<file path="src/rtl/bf16_to_int.sv">
// rtl/bf16_to_int.sv - bfloat16 to saturating signed integer converter, iterative shift, round-to-nearest-even
// Optional status outputs (ovf, invalid, inexact) are enabled by defining BF16_TO_INT_STATUS_EN.
module bf16_to_int #(
    parameter int OUT_W = 16
) (
    input  logic             clock,
    input  logic             reset,
    input  logic             in_valid,
    input  logic [15:0]      in_data,
    output logic             busy,
    output logic             dropped,
    output logic             out_valid,
    output logic [OUT_W-1:0] out_data,
    input  logic             out_ready
`ifdef BF16_TO_INT_STATUS_EN
    ,
    output logic             ovf,
    output logic             invalid,
    output logic             inexact
`endif
);

    localparam int ACC_W = OUT_W + 8;
    localparam int CNT_W = $clog2(OUT_W);
    localparam logic [OUT_W-1:0] POS_MAX = {1'b0, {(OUT_W-1){1'b1}}};
    localparam logic [OUT_W-1:0] NEG_MAX = {1'b1, {(OUT_W-1){1'b0}}};
    localparam logic signed [9:0] E_SAT  = 10'(OUT_W - 1);

    typedef enum logic [2:0] {IDLE, DECODE, SHIFT, ROUND, DONE} state_t;

    state_t             state;
    state_t             state_nxt;
    logic               prev_valid;
    logic               rise;
    logic [15:0]        op;
    logic [ACC_W-1:0]   acc;
    logic [CNT_W-1:0]   cnt;
    logic               special;
    logic [OUT_W-1:0]   special_res;

    logic               sign;
    logic [7:0]         expo;
    logic [6:0]         man;
    logic signed [9:0]  e;
    logic               dec_zero;
    logic               dec_nan;
    logic               dec_inf;
    logic               dec_big;
    logic               dec_exact_min;
    logic               dec_special;

    logic [OUT_W:0]     mag_raw;
    logic [OUT_W:0]     mag_rnd;
    logic [OUT_W:0]     mag_neg;
    logic               guard;
    logic               sticky;
    logic               round_sat;
    logic [OUT_W-1:0]   round_res;

    assign rise = in_valid & ~prev_valid;
    assign busy = (state != IDLE);

    assign sign          = op[15];
    assign expo          = op[14:7];
    assign man           = op[6:0];
    assign e             = $signed({2'b00, expo}) - 10'sd127;
    assign dec_zero      = (expo == 8'd0);
    assign dec_nan       = (expo == 8'hFF) && (man != 7'd0);
    assign dec_inf       = (expo == 8'hFF) && (man == 7'd0);
    assign dec_big       = !dec_zero && (expo != 8'hFF) && (e >= E_SAT);
    assign dec_exact_min = dec_big && sign && (e == E_SAT) && (man == 7'd0);
    assign dec_special   = dec_zero | dec_nan | dec_inf | dec_big;

    // acc holds the value with 7 fraction bits; everything below the guard bit folds into sticky
    assign mag_raw   = acc[ACC_W-1:7];
    assign guard     = acc[6];
    assign sticky    = |acc[5:0];
    assign mag_rnd   = mag_raw + (OUT_W+1)'(guard & (sticky | mag_raw[0]));
    assign mag_neg   = ~mag_rnd + (OUT_W+1)'(1);
    assign round_sat = !sign && (mag_rnd > {1'b0, POS_MAX});
    assign round_res = round_sat ? POS_MAX : (sign ? mag_neg[OUT_W-1:0] : mag_rnd[OUT_W-1:0]);

    always_ff @(posedge clock or posedge reset) begin
        if (reset) begin
            state <= IDLE;
        end else begin
            state <= state_nxt;
        end
    end

    always_comb begin
        state_nxt = state;
        case (state)
            IDLE:    if (rise) state_nxt = DECODE;
            DECODE:  state_nxt = dec_special ? ROUND : SHIFT;
            SHIFT:   if (cnt == '0) state_nxt = ROUND;
            ROUND:   state_nxt = DONE;
            DONE:    if (out_ready) state_nxt = IDLE;
            default: state_nxt = IDLE;
        endcase
    end

    always_ff @(posedge clock or posedge reset) begin
        if (reset) begin
            prev_valid  <= 1'b0;
            dropped     <= 1'b0;
            out_valid   <= 1'b0;
            out_data    <= '0;
            op          <= '0;
            acc         <= '0;
            cnt         <= '0;
            special     <= 1'b0;
            special_res <= '0;
        end else begin
            prev_valid <= in_valid;
            if (rise && state != IDLE) begin
                dropped <= 1'b1;
            end
            case (state)
                IDLE: begin
                    if (rise) op <= in_data;
                end
                DECODE: begin
                    special     <= dec_special;
                    special_res <= (dec_inf || dec_big) ? (sign ? NEG_MAX : POS_MAX) : '0;
                    cnt         <= '0;
                    acc         <= '0;
                    if (!dec_special) begin
                        if (e < 10'sd0) begin
                            // |x| < 1: preload only the round and sticky positions
                            acc[6] <= (e == -10'sd1);
                            acc[0] <= (e == -10'sd1) ? (man != 7'd0) : 1'b1;
                        end else begin
                            acc <= ACC_W'({1'b1, man});
                            cnt <= e[CNT_W-1:0];
                        end
                    end
                end
                SHIFT: begin
                    if (cnt != '0) begin
                        acc <= acc << 1;
                        cnt <= cnt - 1'b1;
                    end
                end
                ROUND: begin
                    out_data  <= special ? special_res : round_res;
                    out_valid <= 1'b1;
                end
                DONE: begin
                    if (out_ready) out_valid <= 1'b0;
                end
                default: ;
            endcase
        end
    end

`ifdef BF16_TO_INT_STATUS_EN
    logic pend_ovf;
    logic pend_inv;
    logic pend_inx;

    always_ff @(posedge clock or posedge reset) begin
        if (reset) begin
            pend_ovf <= 1'b0;
            pend_inv <= 1'b0;
            pend_inx <= 1'b0;
            ovf      <= 1'b0;
            invalid  <= 1'b0;
            inexact  <= 1'b0;
        end else begin
            if (state == DECODE) begin
                pend_ovf <= dec_inf | (dec_big & ~dec_exact_min);
                pend_inv <= dec_nan;
                pend_inx <= dec_zero & (man != 7'd0);
            end
            if (state == ROUND) begin
                ovf     <= special ? pend_ovf : round_sat;
                invalid <= pend_inv;
                inexact <= special ? pend_inx : (guard | sticky);
            end
        end
    end
`endif

endmodule

</file>
<file path="config.mk">
export PLATFORM = sky130hd
export DESIGN_NAME = bf16_to_int
export DESIGN_NICKNAME = d
export VERILOG_FILES = /design/src/rtl/bf16_to_int.sv
export SDC_FILE = /design/constraint.sdc
export NUM_CORES = 1
export LEC_CHECK = 0
export BUFFER_PORTS_ARGS = -buffer_cell sky130_fd_sc_hd__buf_2
export CORE_ASPECT_RATIO = 0.7
export CORE_MARGIN = 1.5
export CORE_UTILIZATION = 38
export DETAILED_ROUTE_END_ITERATION = 8
export SYNTH_ARGS = -nofsm -noshare
export SYNTH_HDL_FRONTEND = slang
export SYNTH_SLANG_ARGS = --single-unit
export TNS_END_PERCENT = 50
</file>
<file path="constraint.sdc">
create_clock -name clock -period 3.4 [get_ports clock]
set_input_delay 0.34 -clock clock [delete_from_list [all_inputs] [get_ports clock]]
set_output_delay 0.34 -clock clock [all_outputs]
set_load 0.02 [all_outputs]
</file>
-- Word level (Yosys, flattened, before mapping)
Cells that the tools add are included.
- register bits: 83
- bits of input ports: 20
- output and inout bits: 19
- word-level logic and storage cells: 83
- add/sub/neg operators: 4
- $lt $le $gt $ge: 3
- equality and inequality tests: 11
- multiplexer cells: 24
- bitwise gates (word level): 8
- reduce and logical (&&, ||, !) cells: 23
- operators by type and width (operator ; count):
    16-bit 2-to-1 mux ; 5
    24-bit one-hot mux with 2 select lines ; 1
    24-bit 2-to-1 mux ; 1
    17-bit by 1-bit adder with 17-bit output ; 1
    17-bit by 15-bit > comparator with 1-bit output, second input constant ; 1
    16-bit by 1-bit adder with 16-bit output, second input constant ; 1
    16-bit inverter ; 1
    3-bit one-hot mux with 5 select lines ; 1
    4-bit 2-to-1 mux ; 3
    9-bit by 1-bit == test with 1-bit output, second input constant ; 1
    9-bit by 5-bit greater-or-equal comparator with 1-bit output, second input constant ; 1
    9-bit by 1-bit less-than comparator with 1-bit output, second input constant ; 1
    3-bit 2-to-1 mux ; 3
    8-bit by 7-bit subtractor with 9-bit output, second input constant ; 1
    8-bit == test, second input constant ; 1
    8-bit zero test ; 1
    8-bit 2-to-1 mux ; 1
    2-bit != test, second input constant ; 4
    8-bit != test, second input constant ; 1
    4-bit one-hot mux with 2 select lines ; 1
    7-bit zero test ; 1
    7-bit nonzero test ; 1
    3-bit by 2-bit == test with 1-bit output, second input constant ; 2
    1-bit logical AND ; 6
    19 further kinds ; 32

-- Longest topological paths before layout
Gate-level depths: netlist (run 1).
- word-level depth: 9
- mapped depth: 11
- gate-level depth less buffers: 10

-- Worst setup path after synthesis (run 1)
OpenSTA, ideal clock, no wires.
- path kind: register to register
- from: register acc[7]
- to: register out_data[3]
- setup time: 119 ps
- arrival: 2321 ps
- required time: 3281 ps
- path slack: 960 ps
- stages on the path, launching flop included: 12
- path buffers: 2
- clock period less this slack: 2440 ps
- cell sequence: dfrtp_1 -> and2_1 -> ha_1 -> buf_2 -> and4_1 -> nand2_1 -> or4b_4 -> a41oi_2 -> o31ai_2 -> buf_6 -> o21ai_1 -> nand2_1
- word-level cells in the longest chain between the ends: 8
- elaborated cells between the ends (all ways): 10
- those cells by class: 2 x add/sub; 1 x order compare; 3 x mux; 3 x bitwise; 1 x reduce/logical
- RTL lines (item ; line ; source):
    start, declared ; 36 ; logic [ACC_W-1:0] acc;
    start signal, assigned ; 134 ; acc <= ACC_W'({1'b1, man});
    start signal, assigned ; 141 ; acc <= acc << 1;
    1-bit bitwise OR ; 78 ; assign mag_rnd = mag_raw + (OUT_W+1)'(guard & (sticky | mag_raw[0]));
    1-bit AND ; 78 ;
    17-bit by 1-bit adder with 17-bit output (*) ; 78 ;
    16-bit inverter ; 79 ; assign mag_neg = ~mag_rnd + (OUT_W+1)'(1);
    16-bit by 1-bit adder with 16-bit output ; 79 ;
    16-bit 2-to-1 mux ; 81 ; assign round_res = round_sat ? POS_MAX : (sign ? mag_neg[OUT_W-1:0] : mag_rnd[OUT_W-1:0]);
    16-bit 2-to-1 mux (*) ; 81 ;
    16-bit 2-to-1 mux (*) ; 146 ; out_data <= special ? special_res : round_res;
    end signal, assigned ; 146 ;
    end, declared ; 13 ; output logic [OUT_W-1:0] out_data,
Mark *: on every way between the ends. The rest lies on a longest branch, timed or not.
A chain may end at the register's enable or synchronous reset.

-- Worst setup path after layout (run 1)
- from: register acc[6]
- to: register out_data[15]
- word-level cells in the longest chain between the ends: 7
- elaborated cells between the ends (all ways): 9
- those cells by class: 2 x add/sub; 1 x order compare; 3 x mux; 2 x bitwise; 1 x reduce/logical
- RTL lines (item ; line ; source):
    start signal, assigned ; 131 ; acc[6] <= (e == -10'sd1);
    start signal, assigned ; 134 ;
    start signal, assigned ; 141 ;
    1-bit AND (*) ; 78 ;
    17-bit by 1-bit adder with 17-bit output (*) ; 78 ;
    16-bit inverter ; 79 ;
    16-bit by 1-bit adder with 16-bit output ; 79 ;
    16-bit 2-to-1 mux ; 81 ;
    16-bit 2-to-1 mux (*) ; 81 ;
    16-bit 2-to-1 mux (*) ; 146 ;
Marked as above.

==> results.md, run 1 <==
- The flow ran to the end, and the final reports show no timing, DRC or antenna violations.
- The worst register-to-register path begins at acc[6].
- The sequential fraction of the synthesis area is 0.4054.
- The number of global-route vias before repair is about 3400.
- Setup repair after global routing left no endpoint under its margin.
- For this configuration, the core starts out at a cell density of 0.3882.
- When the netlist entered floorplanning its net count stood at 505.
- The biggest area contributor in the post-synthesis netlist is sky130_fd_sc_hd__dfrtp_1.
- The finished cells cover 4813 um2.
- The core region area is 10970 um2.
- The path with the worst hold slack has its endpoint at prev_valid.
- Of the total power, the clock network draws 0.210.
- The worst endpoint required time is about 3.7 ns.
- The count of cells in the finished layout, fillers not included, comes to 655.
- The area of the die is between 10000 and 15000 um2.
- The switching fraction of total power is 0.4389.
- The simple-gate portion of the synthesized area is 0.2306.
- For this block, the initial DRC count from the detailed router was 242.
- The fraction of the mapped netlist area in compound gates was 0.1663.
- The placed instances occupy a cell area of 4513 um2.
- After clock tree synthesis, the repair step resized 0 gates.
- Sorting the synthesized cells by area gives the leading types as sky130_fd_sc_hd__dfrtp_1, sky130_fd_sc_hd__nand2_1, sky130_fd_sc_hd__xnor2_1, sky130_fd_sc_hd__mux2_2, sky130_fd_sc_hd__a21oi_1.
- CTS placed an instance of sky130_fd_sc_hd__clkbuf_16 at the clock tree root.
- Yosys mapped the design onto between 60 and 70 distinct sky130hd cell types.
- Synthesis produced 478 cells.
- The floorplan has 32 rows.
- The number of setup violations in the final report is 0.
- By instance count, the leading cell after synthesis is sky130_fd_sc_hd__nand2_1.
- Along the worst path, the maximum fanout reaches 11.
- The count of buffers inserted at the top-level ports is 38.
- Routability-driven placement finished with a final weighted congestion of 0.9026.
- Using the TritonRoute via totals, the vias-per-cell ratio works out to 5.469.
- The number of diodes added for antenna fixing is 0.
- The share of total power dissipated in sequential elements is 0.324.
- Summed over all cells, the static leakage comes to around 2.2 nW.
- After detailed routing, the number of remaining DRC violations is 0.
- The number of nets in the final layout is 524.
- At the pin with the least slew margin, the transition time is 0.9965 ns.
- Max-cap violations in this run came to 0.
- The final count of hold timing violations is 0.
- The element type at the critical path start is a flop.
- The adder-cell area share of the yosys netlist is 0.02056.
- TritonCTS built the clock tree.
- The switching power of the nets is just under 2 mW.
- The total power per unit cell area is 936.0 nW/um2.
- The floorplan step set the die width to 129.5 um.
- IR analysis of the VDD net gives a maximum drop of 0.3533 mV.
- The H-tree was split into 3 levels.
- The worst slew slack as a fraction of its limit is 0.3347.
- The number of warning messages in the yosys log is 0.
- After synthesis, the largest family of logic cells by area is simple AND/OR/NAND/NOR gates.
- The number of buffers inserted during clock tree synthesis is 9.
- The clock period could shrink to about 2.8 ns.
- The area share of the leading cell type in the synthesized netlist is 0.4054.
- The synthesized netlist occupies a cell area of 4259 um2.
- The path class of the tightest hold or removal check is in -> reg.
- Measured in cells, the most critical reg-to-reg path has a length of 10.
- Including well taps, the total number of placed cells is 639.
- Entering global routing, the biggest net connects 48 pins.
- Measured on the finished design, the core utilization comes to 0.4388.
- In the global route stage, overall resource usage came out at 0.1872.
- The iteration count of the initial detailed-routing pass is 5.
- Hold repair after CTS inserted 0 buffers.
- In this run the critical register-to-register path is captured at out_data[15].
- After synthesis, the share of cell area in mux cells is 0.04935.
- Of the available clock period, the critical path in the final layout requires 0.8229.
- Timing would allow up to 357.4 MHz.
- For the worst setup path, the data arrival time is 3.06 ns.
- The initial antenna violation count is 0.
- The final worst hold slack is 0.1252 ns.
- The longest clock path from root to sink contains 2 buffers.
- The share of total power dissipated in combinational logic is 0.466.
- In this run the register-to-register setup slack is between 0.6 and 0.7 ns.
- The proportion of register bits with asynchronous set or reset after synthesis is 1.000.
- The vertical extent of the die is roughly 90 um.
- The kind of end point of the critical path is a flop.
- The setup TNS after final layout is 0 ns.
- The via count of the routed design is 3582.
- For this block, the routed nets add up to around 10 mm of wire.
- The final global-route overflow total is 0.
- The number of synthesized register bits is 69.
- The synthesis-to-layout area growth is 13.01%.
- After clock tree synthesis, the clock-pin slew on the worst setup and hold paths is 0.06 ns.
- The launch point of the worst path is acc[6].
- The xor/xnor cell area share of the yosys netlist is 0.07197.
- The startpoint identified for the worst hold timing path is in_valid.
- At the later pin of the worst-skew pair, clock insertion delay measures 0.34 ns.
- In the final routed layout, each cell accounts on average for 15.87 um.
- The detail route stage leaves a number of antenna-violating nets equal to 0.
- By count the netlist is led by sky130_fd_sc_hd__nand2_1, sky130_fd_sc_hd__dfrtp_1, sky130_fd_sc_hd__nor2_1.
- The post-detailed-placement half-perimeter wirelength is about 7.6 mm.
- In the final layout, the share of cells above drive strength 1 is 0.1952.
- The internal power summed over all cells is around 2.5 mW.
- The first global-routing pass estimated between 15 and 20 mm of wire.
- Averaged over all synthesized cells, the footprint is approximately 9 um2.
- On the final layout, the worst clock skew is 0.006577 ns.
- The count of final max-slew check failures came to 0.
- The number of buffers inserted by post-CTS setup repair is 0.
- The number of cells on the worst hold path is 1.
- During I/O placement, the number of pins put on the boundary was 39.
- Yosys mapped a number of flops with a built-in enable equal to 0.
- The clock net in this run drives a total of 69 sinks.
- Among all flip-flop cells after synthesis, the most frequent one is sky130_fd_sc_hd__dfrtp_1.
- The worst setup path is of the reg -> reg kind.
metrics by stage:
stage	power, mW	worst slack (ns)
detailed placement	3.549	0.6287
CTS	4.516	0.6058
finish	4.505	0.6023
floorplan	3.022	0.9600
global route	4.870	0.3894
global placement	3.504	0.6666
kinds of logic after synthesis:
kind of cell / after synthesis
XOR/XNOR: 35
multiplexers: 19
AND/OR/NAND/NOR: 193
buffers and inverters: 52
AO/OA/AOI/OAI: 103
flip-flops: 69
adder cells (fa/ha/maj): 7
sequential cells by signal, summed over array words and instances (netlist names):
signal / count
out_data: 16
op: 16
out_valid: 1
prev_valid: 1
cnt: 4
special: 1
acc: 24
state: 3
dropped: 1
special_res: 2
cell usage in the layout (no fill, tap or decap), types with 4 or more instances in the layout:
master / n
sky130_fd_sc_hd__and2_1: 4
sky130_fd_sc_hd__nand2_1: 77
sky130_fd_sc_hd__clkbuf_16: 9
sky130_fd_sc_hd__nand2b_1: 4
sky130_fd_sc_hd__nor2_1: 30
sky130_fd_sc_hd__o21a_1: 4
sky130_fd_sc_hd__nand4_1: 14
sky130_fd_sc_hd__buf_4: 6
sky130_fd_sc_hd__o21ai_0: 14
sky130_fd_sc_hd__xor2_1: 12
sky130_fd_sc_hd__a31oi_1: 4
sky130_fd_sc_hd__nor3_1: 7
sky130_fd_sc_hd__inv_1: 14
sky130_fd_sc_hd__xnor2_1: 23
sky130_fd_sc_hd__a22o_1: 4
sky130_fd_sc_hd__a21oi_1: 28
sky130_fd_sc_hd__dfrtp_1: 69
sky130_fd_sc_hd__o21ai_1: 9
sky130_fd_sc_hd__nor4_1: 4
sky130_fd_sc_hd__nand3_1: 23
sky130_fd_sc_hd__mux2_2: 16
sky130_fd_sc_hd__ha_1: 7
sky130_fd_sc_hd__buf_2: 38
routing by layer:
layer  wire [um]  up-vias  track usage
met4         125        0      0.04815
met1        5503     1710       0.2894
li1            -     1734            -
met5           0        -            0
met2        4058      125       0.2544
met3         708       13      0.04773
how the worst max path moves through the flow:
stage,end,slack (ns),cells past startpoint
CTS,out_data[15],0.61,10
finish,out_data[15],0.60,10
global placement,out_data[15],0.67,10
global route,out_data[15],0.39,10
detailed placement,out_data[15],0.63,10
floorplan,out_data[3],0.96,11
power groups by stage:
stage                     clock network [mW]  logic (mW)  registers (mW)
final                                  0.947        2.10            1.46
after global routing                    1.00        2.35            1.52
after CTS                              0.969        2.09            1.46
after detailed placement                   0        2.08            1.47
after global placement                     0        2.04            1.46
after floorplan                            0        1.59            1.43
worst max-delay path, stage by stage, from the launching register on:
cell and delay (ns):
sky130_fd_sc_hd__dfrtp_1 0.44, sky130_fd_sc_hd__and2_1 0.16, sky130_fd_sc_hd__ha_1 0.33, sky130_fd_sc_hd__and4_1 0.33
sky130_fd_sc_hd__nand2_1 0.13, sky130_fd_sc_hd__or4_1 0.55, sky130_fd_sc_hd__a41oi_2 0.21, sky130_fd_sc_hd__o31ai_2 0.08
sky130_fd_sc_hd__buf_4 0.18, sky130_fd_sc_hd__a22o_1 0.20, sky130_fd_sc_hd__a21oi_1 0.11
final cells by class:
type / instances / area, um2
tap: 153 / 191.4
clock inverter: 7 / 75.07
timing repair buffer: 44 / 235.2
clock buffer: 9 / 225.2
inverter: 16 / 60.06
multi-input combinational: 357 / 2300
sequential: 69 / 1727
fill: 1081 / 6157
No activity file was read; power rests on OpenSTA's default activity.
==> run 2: changes to the inputs <==
clock period = 2.9 ns   (was 3.4 ns; I/O delays follow)
==> results.md, run 2 (synthesis gave the netlist of run 1 again) <==
- The number of diodes added for antenna fixing is 0.
- The total power per unit cell area is ~1100 nW/um2.
- Clock latency on the worst-skew pair, taken at its later pin, is 0.33 ns.
- The effective utilization at floorplan is 0.3882.
- The most critical setup path has its endpoint at out_data[15].
- The worst setup path is captured at a flop.
- The global router's overall resource usage is 0.1839.
- After layout, the minimum clock period comes to 2.650 ns.
- The analysis attributes to cell leakage a power of 2.244 nW.
- The first detailed-routing pass took 4 iterations.
- The setup TNS after final layout is 0 ns.
- The first global-routing pass estimated 17.13 mm of wire.
- The number of nets in the final layout is 535.
- The worst endpoint required time is 3.15 ns.
- The count of final max-slew check failures is 0.
- The actual transition at the worst max-transition pin is 0.7010 ns.
- The root buffer cell is sky130_fd_sc_hd__clkbuf_16.
- The placed instance count is 649.
- The number of top-level pins is 39.
- Of the total power, the share spent switching nets is 0.4190.
- The routed design has between 10 and 15 mm of wire.
- The multi-input gate area in the final layout is 2308 um2.
- Detailed placement finished with a half-perimeter wire length of ~7.7 mm.
- The register with the most flip-flops in the layout has 24 of them.
- The final global-route overflow total is 0.
- The worst setup path is of the reg -> reg kind.
- The launching point of the worst reg2reg path is acc[6].
- After the flow finishes, the layout carries non-filler instances totaling 666.
- The CTS clock-pin slew for the worst setup and hold paths is 0.06 ns.
- Static timing analysis puts the maximum clock frequency at 377.3 MHz.
- The H-tree depth is 3.
- In the routed layout, each cell is associated on average with a via count of 5.369.
- Entering global routing, the biggest net connects 32 pins.
- At the worst endpoint, the arrival time is 2.90 ns.
- Ranked by flip-flop count, first place goes to acc.
- Setup violations remaining at the end of the flow were counted as 0.
- The cell area after placement is 4588 um2.
- The routability congestion estimate from global placement is around 0.91.
- Setup repair after global routing left no endpoint under its margin.
- Across the whole layout, storage elements account for 1727 um2.
- The top cell types in the final layout, fill and taps aside, are sky130_fd_sc_hd__nand2_1, sky130_fd_sc_hd__dfrtp_1, sky130_fd_sc_hd__buf_2, sky130_fd_sc_hd__nor2_1, sky130_fd_sc_hd__a21oi_1.
- The clock drives 69 sinks.
- The launch point of the worst path is acc[6].
- Along the worst path, the maximum fanout reaches 11.
- The core region area is between 10000 and 15000 um2.
- The final count of hold timing violations is 0.
- After detailed routing, the number of remaining DRC violations is 0.
- Once layout is complete, the utilization of the core stands at 0.4515.
- The share of total power dissipated in sequential elements is 0.314.
- The element type at the critical path start is a flop.
- The run finished with clean final reports.
- The path type of the worst min-delay path is in -> reg.
- The share of total power dissipated in the clock network is 0.233.
- Across all layers, the routed design uses 3576 vias.
- The initial antenna violation count is 0.
- The number of global-route vias before repair is 3327.
- The number of cells on the worst reg-to-reg path is 10.
- From bottom edge to top edge, the die measures between 90 and 100 um.
- The switching power of the nets is 2.287 mW.
- The register-to-register setup slack is 0.25 ns.
- The number of buffers inserted during clock tree synthesis is 9.
- The reg-to-reg critical path endpoint is out_data[15].
- The filler cells instantiated in the layout total around 1100.
- The internal power summed over all cells is 3.171 mW.
- The maximum clock skew at final layout is approximately 0.008 ns.
- The maximum count of clock buffers along a single path is 2.
- The count of buffers inserted at the top-level ports is 38.
- The most common cell after layout, fill and taps aside is sky130_fd_sc_hd__nand2_1.
- In the final routed layout, each cell accounts on average for 15.41 um.
- Relative to the synthesized area, the layout overhead comes to 16.30%.
- The detailed router finished its first iteration with 254 violations.
- The number of nets still failing antenna checks after routing is 0.
- The part of the total power dissipated in combinational logic is 0.453.
- The area of the die is around 12000 um2.
- The clock tree from TritonCTS is done.
- The final critical-path share of the clock period is 0.9139.
- The largest registers in the layout are acc: 24 flops, op: 16 flops, out_data: 16 flops.
- The max-cap violation count is 0.
- The fraction of layout instances using a drive strength above 1 is 0.2105.
- The peak supply drop is about 0.40 mV.
- After routing the design area is 4954 um2.
- The worst slew slack as a fraction of its limit is 0.5312.
- The die is 129.5 um wide.
- The row count is 32.
[run 2: metrics by stage]
stage / setup WS (ns) / power (mW) / hold WS, ns
floorplan: 0.4600 / 3.543 / 0.3214
global placement: 0.3131 / 4.104 / 0.2998
detailed placement: 0.2230 / 4.160 / 0.3038
CTS: 0.2036 / 5.456 / 0.07279
global route: 0.05239 / 5.885 / 0.07769
finish: 0.2497 / 5.458 / 0.07741
[run 2: area by class of cell]
class / count / area share
sequential: 69 / 0.3486
inverter: 16 / 0.01212
timing repair buffer: 55 / 0.06466
clock buffer: 9 / 0.04547
tap: 153 / 0.03865
clock inverter: 7 / 0.02450
multi-input combinational: 357 / 0.4660
[run 2: worst min path at each step]
stage / start / end / slack [ns] / depth (start not counted)
after floorplan: in_valid / prev_valid / 0.32 / 0
after global placement: reset / out_valid / 0.30 / 2
after detailed placement: reset / out_valid / 0.30 / 2
after CTS: in_valid / prev_valid / 0.07 / 1
after global routing: in_valid / prev_valid / 0.08 / 1
final: in_valid / prev_valid / 0.08 / 1
[run 2: worst max-delay path: stages (launching register included)]
cell	delay [ns]
sky130_fd_sc_hd__dfrtp_1	0.45
sky130_fd_sc_hd__and2_1	0.16
sky130_fd_sc_hd__ha_1	0.15
sky130_fd_sc_hd__and4_1	0.31
sky130_fd_sc_hd__nand2_1	0.13
sky130_fd_sc_hd__or4_1	0.55
sky130_fd_sc_hd__a41oi_2	0.21
sky130_fd_sc_hd__o31ai_2	0.09
sky130_fd_sc_hd__buf_4	0.18
sky130_fd_sc_hd__a22o_1	0.20
sky130_fd_sc_hd__a21oi_1	0.13
[run 2: repair_timing]
item | 4_1_cts | 5_1_grt
buffers inserted | 0 | 0
resized for setup | 0 | 1
hold buffers | 1 | 0
endpoints found under the setup margin | 0 | 1
hold endpoints to repair | 18 | 0
[run 2: metal layers]
metal / routed length (um) / part of all wire / track usage
met5: 0 / 0 / 0
met4: 132 / 0.013 / 0.05648
met3: 601 / 0.059 / 0.03830
met2: 3957 / 0.39 / 0.2402
met1: 5570 / 0.54 / 0.2935
[run 2: power by group through the flow]
stage	combinational, mW	clock (mW)	sequential [mW]
2_1_floorplan	1.87	0	1.67
3_3_place_gp	2.40	0	1.71
3_5_place_dp	2.43	0	1.73
4_1_cts	2.44	1.30	1.71
5_1_grt	2.76	1.35	1.77
6_report	2.47	1.27	1.71
